$ cat src/rtl/days_if.sv
// days_if - bundle between the day-of-month counter and its neighbours.
//   Parameter YEAR_W : width of the year field (0..99 within the century).
//   master : drives mode/setup controls, hour carry, tick, month and year;
//            samples day and done_day.
//   slave  : the days counter itself.
interface days_if #(
  parameter int YEAR_W = 7
);
  logic              display;      // 0 = run, 1 = setup/display
  logic              setup_day;    // active-low day-field select
  logic              inc_dec_day;  // 1 = increment, 0 = decrement
  logic              done_hour;    // one-cycle carry from hours
  logic              tick;         // one-cycle setup strobe
  logic [5:0]        month;        // 1..12 from month counter
  logic [YEAR_W-1:0] year;         // year within century
  logic [5:0]        day;          // current day, 1..31
  logic              done_day;     // one-cycle carry to month counter

  modport master (
    output display, setup_day, inc_dec_day, done_hour, tick, month, year,
    input  day, done_day
  );

  modport slave (
    input  display, setup_day, inc_dec_day, done_hour, tick, month, year,
    output day, done_day
  );
endinterface

$ cat src/rtl/days.sv
// days - day-of-month counter between the hours and month counters.
//   clk  : system clock, rising edge
//   rst  : synchronous active-high reset (day=1, done_day=0)
//   bus  : days_if.slave (mode/setup controls, done_hour, tick, month, year
//          in; day, done_day out)
// Optional build macro: LEAP_YEAR_EN - February has 29 days when
// year[1:0]==0 (year 00 included). Without it February is always 28 and
// the year field is ignored, though still present on the interface.
module days #(
  parameter int YEAR_W = 7
) (
  input  logic   clk,
  input  logic   rst,
  days_if.slave  bus
);

  logic [5:0]        day_q, day_d;
  logic              done_q, done_d;
  logic [5:0]        last;
  logic [YEAR_W-1:0] year_q;

  assign year_q = bus.year;

  // February length depends on the build.
  logic [5:0] feb_len;
`ifdef LEAP_YEAR_EN
  assign feb_len = (year_q[1:0] == 2'b00) ? 6'd29 : 6'd28;
`else
  logic unused_year;
  assign unused_year = ^year_q;
  assign feb_len     = 6'd28;
`endif

  // Month length; out-of-range months fall back to 31.
  always_comb begin
    last = 6'd31;
    case (bus.month)
      6'd2:                         last = feb_len;
      6'd4, 6'd6, 6'd9, 6'd11:      last = 6'd30;
      default:                      last = 6'd31;
    endcase
  end

  // Next state: clamp first so a shortened month never shows an illegal
  // day, then run-mode carry, then setup editing.
  always_comb begin
    day_d  = day_q;
    done_d = 1'b0;
    if (day_q > last) begin
      day_d = last;
    end else if (!bus.display) begin
      if (bus.done_hour) begin
        if (day_q == last) begin
          day_d  = 6'd1;
          done_d = 1'b1;
        end else begin
          day_d = day_q + 6'd1;
        end
      end
    end else if (!bus.setup_day && bus.tick) begin
      if (day_q == 6'd0)
        day_d = 6'd1;
      else if (bus.inc_dec_day)
        day_d = (day_q == last) ? 6'd1 : day_q + 6'd1;
      else
        day_d = (day_q == 6'd1) ? last : day_q - 6'd1;
    end
  end

  always_ff @(posedge clk) begin
    if (rst) begin
      day_q  <= 6'd1;
      done_q <= 1'b0;
    end else begin
      day_q  <= day_d;
      done_q <= done_d;
    end
  end

  assign bus.day      = day_q;
  assign bus.done_day = done_q;

endmodule

$ cat src/flat_wrapper.sv
// flat-port wrapper written by rule: the top's interface ports become plain ports
module days_flat 
#(
  parameter int YEAR_W = 7
)
  (clk, rst, bus_display, bus_setup_day, bus_inc_dec_day, bus_done_hour, bus_tick, bus_month, bus_year, bus_day, bus_done_day);
  days_if #(.YEAR_W(YEAR_W)) bus_i ();
  input  logic clk;
  input  logic rst;
  input wire logic [$bits(bus_i.display)-1:0] bus_display;
  input wire logic [$bits(bus_i.setup_day)-1:0] bus_setup_day;
  input wire logic [$bits(bus_i.inc_dec_day)-1:0] bus_inc_dec_day;
  input wire logic [$bits(bus_i.done_hour)-1:0] bus_done_hour;
  input wire logic [$bits(bus_i.tick)-1:0] bus_tick;
  input wire logic [$bits(bus_i.month)-1:0] bus_month;
  input wire logic [$bits(bus_i.year)-1:0] bus_year;
  output wire logic [$bits(bus_i.day)-1:0] bus_day;
  output wire logic [$bits(bus_i.done_day)-1:0] bus_done_day;
  assign bus_i.display = bus_display;
  assign bus_i.setup_day = bus_setup_day;
  assign bus_i.inc_dec_day = bus_inc_dec_day;
  assign bus_i.done_hour = bus_done_hour;
  assign bus_i.tick = bus_tick;
  assign bus_i.month = bus_month;
  assign bus_i.year = bus_year;
  assign bus_day = bus_i.day;
  assign bus_done_day = bus_i.done_day;
  days #(.YEAR_W(YEAR_W)) u_core (.clk(clk), .rst(rst), .bus(bus_i));
endmodule
$ cat config.mk
export PLATFORM = sky130hd
export DESIGN_NAME = days_flat
export DESIGN_NICKNAME = d
export VERILOG_FILES = /design/src/rtl/days_if.sv /design/src/rtl/days.sv /design/src/flat_wrapper.sv
export SDC_FILE = /design/constraint.sdc
export NUM_CORES = 1
export LEC_CHECK = 0
export CORE_MARGIN = 2
export CORE_UTILIZATION = 48
export DETAILED_ROUTE_END_ITERATION = 7
export PLACE_DENSITY = 0.94
export REMOVE_ABC_BUFFERS = 1
export SKIP_CTS_REPAIR_TIMING = 1
export SLEW_MARGIN = 20
export SYNTH_ARGS = -nofsm -noshare
export SYNTH_HDL_FRONTEND = slang
export SYNTH_SLANG_ARGS = --single-unit
$ cat constraint.sdc
create_clock -name clk -period 3.4 [get_ports clk]
set_clock_uncertainty 0.2 [all_clocks]
set_input_delay 0.51 -clock clk [delete_from_list [all_inputs] [get_ports clk]]
set_output_delay 0.51 -clock clk [all_outputs]
set_load 0.01 [all_outputs]
==> summary by stage, run 1 <==
Place
Summed over all nets, the half-perimeter wirelength after detailed placement is around 1.7 mm. The count of port buffers added during placement is 19. Summing all placed instances gives a cell area of about 960 sq um. At the end of routability-driven placement, the weighted congestion stood at 0.945. The number of placed instances, taps included, is approximately 140.

Detailed routing
For this block, the routed nets add up to about 2.2 mm of wire. The number of iterations in the first detailed-routing pass is 4. The count of nets left with antenna violations once routing finished came out at 0.

The number of violations reported at the end of detailed-routing iteration 0 is 42. Using the TritonRoute via totals, the vias-per-cell ratio works out to 6.69. For this block, the via count after detailed routing is around 940. The count of unresolved DRC violations after routing is 0. The detail-routed net length per standard cell is 15.7 um.

STA
The worst hold slack is 426 ps. Setup repair after global routing left no endpoint under its margin. In the finished design, the share of the clock period the worst path needs comes to between 70% and 80%. The smallest clock period supported by the final layout is computed as ~2700 ps.

The count of final hold-check violations came to 0. The max-slew headroom at the worst pin is 65.5%. The count of final setup violators is 0.

The max-slew violation count came to 0. The slew at the pin with the worst max-slew slack is around 520 ps. The top achievable clock speed is around 0.37 GHz.

Setup total negative slack on the finished layout was measured at 0 ps.

Clock tree
The clock-pin slew on the worst setup and hold paths is ~50 ps. The number of buffers created by CTS is 3. The clock latency on the worst-skew pair is between 200 and 300 ps. CTS built an H-tree with a depth of 1.

No sink is reached through more buffers than the 2 on the longest clock path. The clock drives 7 sinks. The clock tree root buffer cell is sky130_fd_sc_hd__clkbuf_4. The TritonCTS clock tree is yes.

Yosys
The gate count of the mapped netlist is 105. Summing every instance area after synthesis gives around 800 sq um. The share of async-settable or async-resettable flops after synthesis is 0%.

The count of flip-flops with a built-in enable after synthesis is 0. The share of the yosys chip area belonging to registers is 17.9%. In this run, synthesis produced a sequential element count of 7. The commonest cells after synthesis are 16 x sky130_fd_sc_hd__nand2_1, 9 x sky130_fd_sc_hd__nor2_1, 8 x sky130_fd_sc_hd__a21oi_1, 7 x sky130_fd_sc_hd__dfxtp_1, 6 x sky130_fd_sc_hd__nand3_1. The fraction of synthesized cell area taken by the top area cell type is ~18%. Among all cell types in the netlist, the one instantiated most often is sky130_fd_sc_hd__nand2_1.

The yosys synthesis warning count is 0. The top flip-flop cell by instance count after synthesis is sky130_fd_sc_hd__dfxtp_1. The top cell type by total area after synthesis is sky130_fd_sc_hd__dfxtp_1. In this run, distinct cell masters in the synthesized netlist total 41.

Each instance of the synthesized netlist takes up on average approximately 7.5 sq um. By area the synthesized netlist is led by sky130_fd_sc_hd__dfxtp_1 18%, sky130_fd_sc_hd__ha_1 8.0%, sky130_fd_sc_hd__nand2_1 7.7%.

Pwr
For this design the static power due to leakage is 0.361 nW. The total chip power is 309 uW. VDD sags by at most 225 uV.

For this design the ratio of total power to cell area is 315 nW/um^2.

Global route
The first global-routing pass estimated 3.67 mm of wire. The number of antenna violations at the first check in global routing is 0. The global route total overflow is 0.

The maximum number of pins on one net before global-route repair is 14. The number of global-route vias before repair is just under 900. Global routing used about 25% of the available tracks across all layers.

Worst setup path
The critical path's largest stage delay is between 400 and 500 ps. The critical path is of the input pin to register type. The maximum net fanout on the critical path is 4. The slowest stage cell on the critical path is sky130_fd_sc_hd__clkdlybuf4s50_1. The arrival time of the worst setup path is around 2700 ps.

STA classifies the critical path startpoint as an input pin. Walking the worst path, the cells encountered are clkdlybuf4s50_1, nor4b_1, nand2_1, inv_1, ha_1, nand2_1, or3_1, nand3_1, a31o_2, a311oi_2. The cell family contributing the most delay on the critical path is simple AND/OR/NAND/NOR gates.

Counting buffers and inverters, the worst setup path is 10 cells deep. The number of cells on the worst reg-to-reg path is 7. The worst setup path is captured at a register. At the worst endpoint, the required time is about 3400 ps. Counting both buffers and inverters, the worst setup path holds a total of 2.

The most frequent cell on the critical path is sky130_fd_sc_hd__nand2_1.

Final layout
The non-filler instance count after layout is 140. Of the cells placed in the final design, the portion with a size suffix greater than 1 is between 10% and 20%. The number of antenna diodes in the final layout is 0. The finished layout cell area is 983 sq um. The area overhead of the layout relative to synthesis is 25.4%.

The net count of the finished layout is 150.

Hold path
The type of the tightest min-delay check is register to register. The count of cells along the worst hold path is 2.

Floorplanning
The number of rows created at floorplan is 14. The total die area is between 1500 and 2000 sq um. The die is approximately 44 um wide. Once the floorplan was initialized, standard cells occupied 51.5% of the core.

During I/O placement, the number of pins put on the boundary was 27. The core region is 1520 sq um. The die is roughly 44 um tall.

Outcome
The run finished with clean final reports.

Run
The max-capacitance violation count is 0.
-- where the power goes --
group	total (mW)	switching, mW	internal (mW)
combinational	0.125	0.0622	0.0630
sequential	0.107	0.0184	0.0884
clock	0.0775	0.0326	0.0449
-- per-stage QoR --
stage	setup slack [ps]	util, %
floorplan	887	-
global placement	534	62.8
detailed placement	450	62.8
CTS	715	64.5
global route	460	64.5
finish	696	64.5
-- path summary, 6_finish.rpt --
| kind | startpoint | to | slack, ps |
|---|---|---|---|
| worst max register to register | u_core.bus.day[1]$_SDFFE_PP0P_ | u_core.bus.day[1]$_SDFFE_PP0P_ | 1080 |
| worst max-delay path | bus_month[0] | u_core.bus.day[1]$_SDFFE_PP0P_ | 700 |
| worst min register to register | u_core.bus.day[4]$_SDFFE_PP0P_ | u_core.bus.day[4]$_SDFFE_PP0P_ | 430 |
| worst min-delay path | u_core.bus.day[4]$_SDFFE_PP0P_ | u_core.bus.day[4]$_SDFFE_PP0P_ | 430 |
-- layout make-up --
type	instances	area, sq um
Multi-Input combinational cell	87	573
Inverter	5	18.8
Timing Repair Buffer	21	205
Sequential cell	7	140
Tap cell	16	20.0
Clock buffer	4	26.3
Fill cell	133	541
-- state kept, by name, summed over array words and instances, names as in the netlist --
signal / cells
u_core.bus.day: 6
u_core.bus.done_day: 1
-- kinds of logic after synthesis --
logic type | synth area share (%)
AO/OA/AOI/OAI | 29.7
adder cells (fa/ha/maj) | 7.97
buffers and inverters | 9.09
flip-flops | 17.9
multiplexers | 1.44
AND/OR/NAND/NOR | 34.0
-- per-layer routing --
| metal | GRT usage (%) | share of wire [%] | vias to the layer above | wire length [um] |
|---|---|---|---|---|
| met5 | 0 | 0 | - | 0 |
| met4 | 9.70 | 2.8 | 0 | 61 |
| met3 | 7.35 | 11 | 13 | 251 |
| met2 | 44.7 | 49 | 62 | 1070 |
| met1 | 27.5 | 37 | 426 | 809 |
| li1 | - | - | 436 | - |
-- tightest hold or removal path: cells and delay by family (launching register included) --
kind             cells  cell delay, ps
AO/OA/AOI/OAI        1              80
AND/OR/NAND/NOR      1             100
flip-flops           1             400
-- placed cells by master (no fill, tap or decap), drive strengths merged, types with 2 or more instances in the layout --
cell type / instances
nand2: 16
a21oi: 8
a31o: 2
a311oi: 3
a31oi: 4
nor2b: 2
clkbuf: 4
nor3b: 4
nor3: 2
o31ai: 2
clkdlybuf4s50: 19
a211o: 2
buf: 2
nand2b: 2
inv: 5
dfxtp: 7
ha: 5
nor2: 10
nand3: 7
or3: 2
Note: power is estimated with default switching activity, not from simulation.
==> run 2: changes to the inputs <==
--- a/config.mk
+++ b/config.mk
@@ -6,9 +6,9 @@
 export NUM_CORES = 1
 export LEC_CHECK = 0
 export CORE_MARGIN = 2
-export CORE_UTILIZATION = 48
+export CORE_UTILIZATION = 40
 export DETAILED_ROUTE_END_ITERATION = 7
-export PLACE_DENSITY = 0.94
+export PLACE_DENSITY = 0.85
 export REMOVE_ABC_BUFFERS = 1
 export SKIP_CTS_REPAIR_TIMING = 1
 export SLEW_MARGIN = 20
==> constraint.sdc (replaced) <==
create_clock -name clk -period 2.3 [get_ports clk]
set_clock_uncertainty 0.2 [all_clocks]
set_input_delay 0.345 -clock clk [delete_from_list [all_inputs] [get_ports clk]]
set_output_delay 0.345 -clock clk [all_outputs]
set_load 0.01 [all_outputs]
==> summary by stage, run 2 (synthesis gave the netlist of run 1 again) <==
Detailed routing
The count of nets left with antenna violations once routing finished came out at 0. The detail-routed net length per standard cell is between 15 and 20 um. The number of violations reported at the end of detailed-routing iteration 0 is 34. After detailed routing, the met2 layer carries 1.30 mm of wire.

The per-cell via count in the routed design is just under 6. For this run, design rule violations remaining after detail routing come to 0. The routed layout has 958 vias.

The length of routed wiring on met1 is about 970 um. The number of iterations in the first detailed-routing pass is 6. Summed over all nets, wire length on met3 after detailed routing comes to ~160 um. The top layer reached by signal wires is met4.

The routed wire length is approximately 2.5 mm.

Floorplanning
The total area inside the core boundary comes to around 1900 sq um. During I/O placement, the number of pins put on the boundary was 27. The floorplan step set the die height to around 48 um.

The floorplan step defined a die boundary enclosing around 2300 sq um. The initial cell density of the core is 41.2%. The die boundary width is about 48 um.

After floorplanning, the core was divided into 16 placement rows.

Pwr
The leakage power is around 0.48 nW. The cell area power density is 426 nW/um^2. The maximum vdd ir drop is ~230 uV.

Final layout
The non-filler instance count after layout is between 150 and 200. Summing all non-filler instances in the final layout gives an area of roughly 1200 sq um. The fraction of layout cells with a size suffix above 1 is between 20% and 30%. The area overhead of the layout relative to synthesis is 46.9%. The register with the most flip-flops in the layout has 6 of them. The multi-input combinational cells in the finished layout cover a total of 617 sq um. Leaving out fill and tap cells, the most frequent cells in the layout are 15 x sky130_fd_sc_hd__nand2_1, 15 x sky130_fd_sc_hd__clkdlybuf4s50_1, 14 x sky130_fd_sc_hd__buf_4. The count of fill cells added during filler insertion is 173. After the last flow step, the layout net total stands at ~160. The area of all sequential standard cells is ~140 sq um. 0 antenna diodes ended up in the layout.

Place
The routability congestion estimate is between 0.9 and 1. The total cell area at the placement stage is 1060 sq um. The worst setup slack before clock tree synthesis is -377 ps. Detailed placement finished with a half-perimeter wire length of 1.88 mm. The number of placed instances, taps included is between 150 and 200. Buffers placed on the I/O ports in this run total 19.

Hold path
The type of the tightest min-delay check is register to register.

STA
The count of final setup violators is 0. Counting I/O delays and the setup requirement, the final critical path takes around 2200 ps. The top achievable clock speed is between 0.4 and 0.5 GHz. The final setup slack of the worst path is approximately 120 ps. In this run the tightest slew margin relative to its limit is 73.8%. The max-slew violation count is 0. Setup repair after global routing left no endpoint under its margin.

The share of the clock period used by the worst path is 94.6%. Adding up every negative setup slack in the final design gives 0 ps. The slew at the pin with the worst max-slew slack is ~390 ps. The count of final hold-check violations was 0.

Clock tree
The clock latency on the worst-skew pair is 260 ps. No sink is reached through more buffers than the 2 on the longest clock path. CTS built an H-tree with a depth of 1. The clock sink count is 7. TritonCTS built the clock tree.

The clock-pin slew on the worst setup and hold paths is around 60 ps. CTS placed an instance of sky130_fd_sc_hd__clkbuf_4 at the clock tree root. The number of buffers created by CTS is 3.

Worst setup path
The arrival time of the worst setup path is roughly 2100 ps. The maximum net fanout on the critical path is 2. The critical setup path kind is input pin to register. For the worst setup path, the data required time is 2250 ps. The worst setup path is captured at a register. The critical path launch point type is an input pin.

Global route
Entering global routing, the biggest net connects 10 pins. The number of antenna violations at the first check in global routing is 0. The global-route wire length before repair is roughly 3.6 mm. The global route total overflow is 0. The global-route usage over all layers is around 23%.

The number of global-route vias before repair is just over 800.

Outcome
The flow ran to the end, and the final reports show no timing, DRC or antenna violations.

Run
The max-capacitance violation count is 0.
## run 2: cell types whose count changed in the layout (fill, tap and decap cells not counted), moves of 2 or more
cell                              before  now
sky130_fd_sc_hd__a21oi_2               0    2
sky130_fd_sc_hd__a21oi_1               8    6
sky130_fd_sc_hd__clkdlybuf4s50_1      19   15
sky130_fd_sc_hd__buf_4                 2   14
sky130_fd_sc_hd__dlymetal6s2s_1        0    4
## run 2: routing by layer
layer  track usage, %  vias up
li1                 -      456
met1             26.9      456
met2             39.2       38
met3             2.96        8
met4             11.4        0
met5                0        -
## run 2: per-stage QoR
step           power [mW]  utilization (%)  hold WS, ps
6_report            0.491             60.6          369
5_1_grt             0.520             60.6          400
4_1_cts             0.478             57.2          362
3_5_place_dp        0.361             55.8          346
3_3_place_gp        0.355             55.8          341
2_1_floorplan       0.264                -          213
## run 2: area by class of cell
class                      count  area share (%)
sequential                     7            12.2
multi-input combinational     87            53.5
inverter                       5            1.63
timing repair buffer          34            27.5
tap                           27            2.93
clock buffer                   4            2.28
## run 2: path summary, 6_finish.rpt
| path | from | endpoint | slack [ps] | cells past startpoint |
|---|---|---|---|---|
| worst max-delay path | bus_month[5] | u_core.bus.day[0]$_SDFFE_PP1P_ | 120 | 10 |
| worst min-delay path | u_core.bus.day[2]$_SDFFE_PP0P_ | u_core.bus.day[2]$_SDFFE_PP0P_ | 370 | 2 |
| worst max register to register | u_core.bus.day[1]$_SDFFE_PP0P_ | u_core.bus.day[1]$_SDFFE_PP0P_ | 240 | 7 |
| worst min register to register | u_core.bus.day[2]$_SDFFE_PP0P_ | u_core.bus.day[2]$_SDFFE_PP0P_ | 370 | 2 |
## run 2: worst max-delay path, cell delays in order
cell and delay, ps:
sky130_fd_sc_hd__clkdlybuf4s50_1 400, sky130_fd_sc_hd__nor2_1 160, sky130_fd_sc_hd__nand2_1 90, sky130_fd_sc_hd__inv_1 70
sky130_fd_sc_hd__ha_1 260, sky130_fd_sc_hd__nand2b_1 90, sky130_fd_sc_hd__a21oi_1 80, sky130_fd_sc_hd__a21oi_2 190
sky130_fd_sc_hd__mux2_4 320, sky130_fd_sc_hd__a2bb2oi_1 120
## run 2: power breakdown
part	total, mW	internal (mW)	leakage (nW)	switching [mW]
clock network	0.117	0.0666	0.0150	0.0507
logic	0.227	0.113	0.406	0.114
registers	0.146	0.131	0.0573	0.0159
total	0.491	0.310	0.479	0.180
==> run 3: changes to the inputs <==
--- a/config.mk
+++ b/config.mk
@@ -6,9 +6,9 @@
 export NUM_CORES = 1
 export LEC_CHECK = 0
 export CORE_MARGIN = 2
-export CORE_UTILIZATION = 40
+export CORE_UTILIZATION = 44
 export DETAILED_ROUTE_END_ITERATION = 7
-export PLACE_DENSITY = 0.85
+export PLACE_DENSITY = 0.88
 export REMOVE_ABC_BUFFERS = 1
 export SKIP_CTS_REPAIR_TIMING = 1
 export SLEW_MARGIN = 20
==> constraint.sdc (replaced) <==
create_clock -name clk -period 2.5 [get_ports clk]
set_clock_uncertainty 0.2 [all_clocks]
set_input_delay 0.375 -clock clk [delete_from_list [all_inputs] [get_ports clk]]
set_output_delay 0.375 -clock clk [all_outputs]
set_load 0.01 [all_outputs]
==> summary by stage, run 3 (synthesis gave the netlist of run 1 again) <==
Clock tree
The later pin in the worst-skew pair is clocked with a latency of between 200 and 300 ps. TritonCTS built the clock tree. The cell sitting at the root of the clock tree is a sky130_fd_sc_hd__clkbuf_4. The number of buffers created by CTS is 3. The clock sink count is 7. Clock-pin slew was measured on the worst setup and hold paths at ~50 ps. The buffer depth of the longest clock path is 2. In this run the number of H-tree levels came out at 1.

Worst setup path
The endpoint identified for the worst register-to-register timing path is u_core.bus.day[2]$_SDFFE_PP0P_. Traced cell by cell, the critical path runs through clkdlybuf4s50_1, o21bai_1, o22ai_1, nand2_1, ha_1, nand2_1, or3_4, a21oi_2, o32ai_1, a2bb2oi_1. By startpoint and endpoint, the worst setup path is classified as input pin to register. STA classifies the critical path endpoint as a register. The worst register-to-register path has a depth of 6. The launching point of the worst reg2reg path is u_core.bus.day[0]$_SDFFE_PP1P_. The slowest stage cell on the critical path is sky130_fd_sc_hd__clkdlybuf4s50_1.

The maximum net fanout on the critical path is 4. The critical path's largest stage delay is 520 ps. The arrival time of the worst setup path is 2360 ps. The worst endpoint required time is around 2500 ps.

The setup check on the worst reg-to-reg path leaves a slack of 340 ps. The cell that appears most often on the critical path is sky130_fd_sc_hd__nand2_1. The critical path launch point type is an input pin.

Pwr
For this design the static power due to leakage is 0.432 nW. The clock network is responsible for about a quarter of the overall power. Of the total power, combinational logic draws between 40 and 50%. The cell area power density is about 400 nW/um^2. The maximum vdd ir drop is between 200 and 300 uV. Per report_power, the sequential group accounts for between 30% and 40% of the total. The net switching power of the design is between 150 and 200 uW. Overall power consumption after layout is estimated at between 400 and 500 uW. The internal portion of the total power is between 200 and 300 uW. Net switching is approximately 37% of the power.

Final layout
0 antenna diodes ended up in the layout. The most frequent standard cell in the layout excluding fill and tap cells is sky130_fd_sc_hd__clkdlybuf4s50_1. The non-filler instance count after layout is approximately 160. The top cell types in the final layout, fill and taps aside, are 17 x sky130_fd_sc_hd__clkdlybuf4s50_1, 16 x sky130_fd_sc_hd__nand2_1, 12 x sky130_fd_sc_hd__buf_4. The flip-flop count of the largest register, all copies and words added is 6.

In the final design database the tool counted between 150 and 200 nets. The layout has about 140 filler cells. The fraction of layout cells with a size suffix above 1 is a little over a fifth. Compared with the post-synthesis result, the final layout area differs by 39.6%.

Detailed routing
The routed layout has about 900 vias. For this run, the detailed router's first-pass iteration total came to 4. The routed wire length is about 2.2 mm. In the final routed layout, each cell accounts on average for roughly 14 um. Dividing the detail-routed via count by the number of cells gives approximately 5.8. The post-route antenna net violation count is 0. The count of unresolved DRC violations after routing is 0. In this run, the number of DRC markers left after iteration 0 of detailed routing was 32.

Hold path
The path with the worst hold slack has its endpoint at u_core.bus.day[4]$_SDFFE_PP0P_. Counting instances, the worst hold path has a depth of 2. The critical hold path startpoint is u_core.bus.day[4]$_SDFFE_PP0P_. The tightest min-delay check is of the register to register type.

Global route
The global route total overflow is 0. Global routing used approximately 24% of the available tracks. The number of global-route vias before repair is 849. The maximum number of pins on one net before global-route repair is 14. The global-route wire length before repair is about 3.7 mm. The number of antenna violations at the first check in global routing is 0.

Place
Routability-driven placement finished with a final weighted congestion of roughly 0.96. Summed over all nets, the half-perimeter wirelength after detailed placement is 1.72 mm. The number of placed instances, taps included is 155. The count of port buffers added during placement is 19. At the placement stage, the worst setup path has a slack of -174 ps.

Floorplanning
The initial cell density of the core is between 40% and 50%. Row generation in the floorplan step produced 15 rows. The die covers 2140 sq um. The vertical extent of the die is ~46 um.

The die is about 46 um wide. 27 I/O pins were placed. The placeable core region is approximately 1700 sq um.

STA
The minimum clock period after layout is around 2400 ps. Final hold analysis gives a worst-case slack of approximately 420 ps. The final setup slack of the worst path is ~140 ps. The total negative slack is 0 ps. The count of final setup violators is 0.

The count of final hold-check violations was 0. Timing would allow up to between 0.4 and 0.5 GHz. The max-slew violation count is 0. The slew at the pin with the worst max-slew slack is about 470 ps. The max-slew headroom at the worst pin is between 60% and 70%. The share of the clock period used by the worst path is between 90 and 100%. Setup repair after global routing left no endpoint under its margin.

Outcome
The flow ran to the end, and the final reports show no timing, DRC or antenna violations.

Run
Across the run, the number of max-cap violations was 0.
run 3: cell types whose count changed in the layout (fill, tap and decap cells not counted), sizes merged:
| cell | change |
|---|---|
| clkdlybuf4s50 | +2 |
| buf | -3 |
| dlymetal6s2s | -2 |
run 3: worst max-delay path by stage:
stage | cells past startpoint | slack, ps | from | endpoint
3_5_place_dp | 10 | -170 | bus_month[0] | u_core.bus.day[0]$_SDFFE_PP1P_
4_1_cts | 10 | 80 | bus_month[3] | u_core.bus.day[0]$_SDFFE_PP1P_
3_3_place_gp | 10 | -140 | bus_month[0] | u_core.bus.day[0]$_SDFFE_PP1P_
2_1_floorplan | 9 | 120 | bus_month[0] | u_core.bus.day[0]$_SDFFE_PP1P_
6_report | 10 | 140 | bus_month[2] | u_core.bus.day[0]$_SDFFE_PP1P_
5_1_grt | 11 | 0.8 | bus_month[2] | u_core.bus.day[3]$_SDFFE_PP0P_
run 3: metal layers:
metal	vias up	part of all wire (%)	routed length, um	global-route usage, %
met3	7	6.6	147	10.2
met2	41	49	1080	39.4
met1	417	43	949	28.0
li1	453	-	-	-
met5	-	0	0	0
met4	0	1.8	40	8.00
run 3: area by class of cell:
type,count,area [sq um],area share (%)
Clock buffer,4,26.3,2.40
Sequential cell,7,140,12.8
Tap cell,25,31.3,2.86
Timing Repair Buffer,31,285,26.1
Multi-Input combinational cell,87,593,54.2
Inverter,5,18.8,1.71
run 3: worst max-delay path: cells and delay by family:
kind | cells | cell delay (ps)
compound gates | 5 | 630
buf+inv | 1 | 520
simple gates | 3 | 550
fa+ha+maj | 1 | 280
run 3: per-stage QoR:
stage                     utilization, %  cell area (sq um)
after floorplan                        -                732
after global placement              61.1               1040
after detailed placement            61.1               1040
after CTS                           62.6               1070
after global routing                64.1               1090
final                               64.1               1090
run 3: power groups by stage:
stage                     Clock, mW  Sequential, mW  Combinational (mW)
final                         0.113           0.141               0.184
after global routing          0.121           0.142               0.204
after CTS                     0.115           0.140               0.181
after detailed placement          0           0.142               0.180
after global placement            0           0.141               0.172
after floorplan                   0           0.144              0.0988
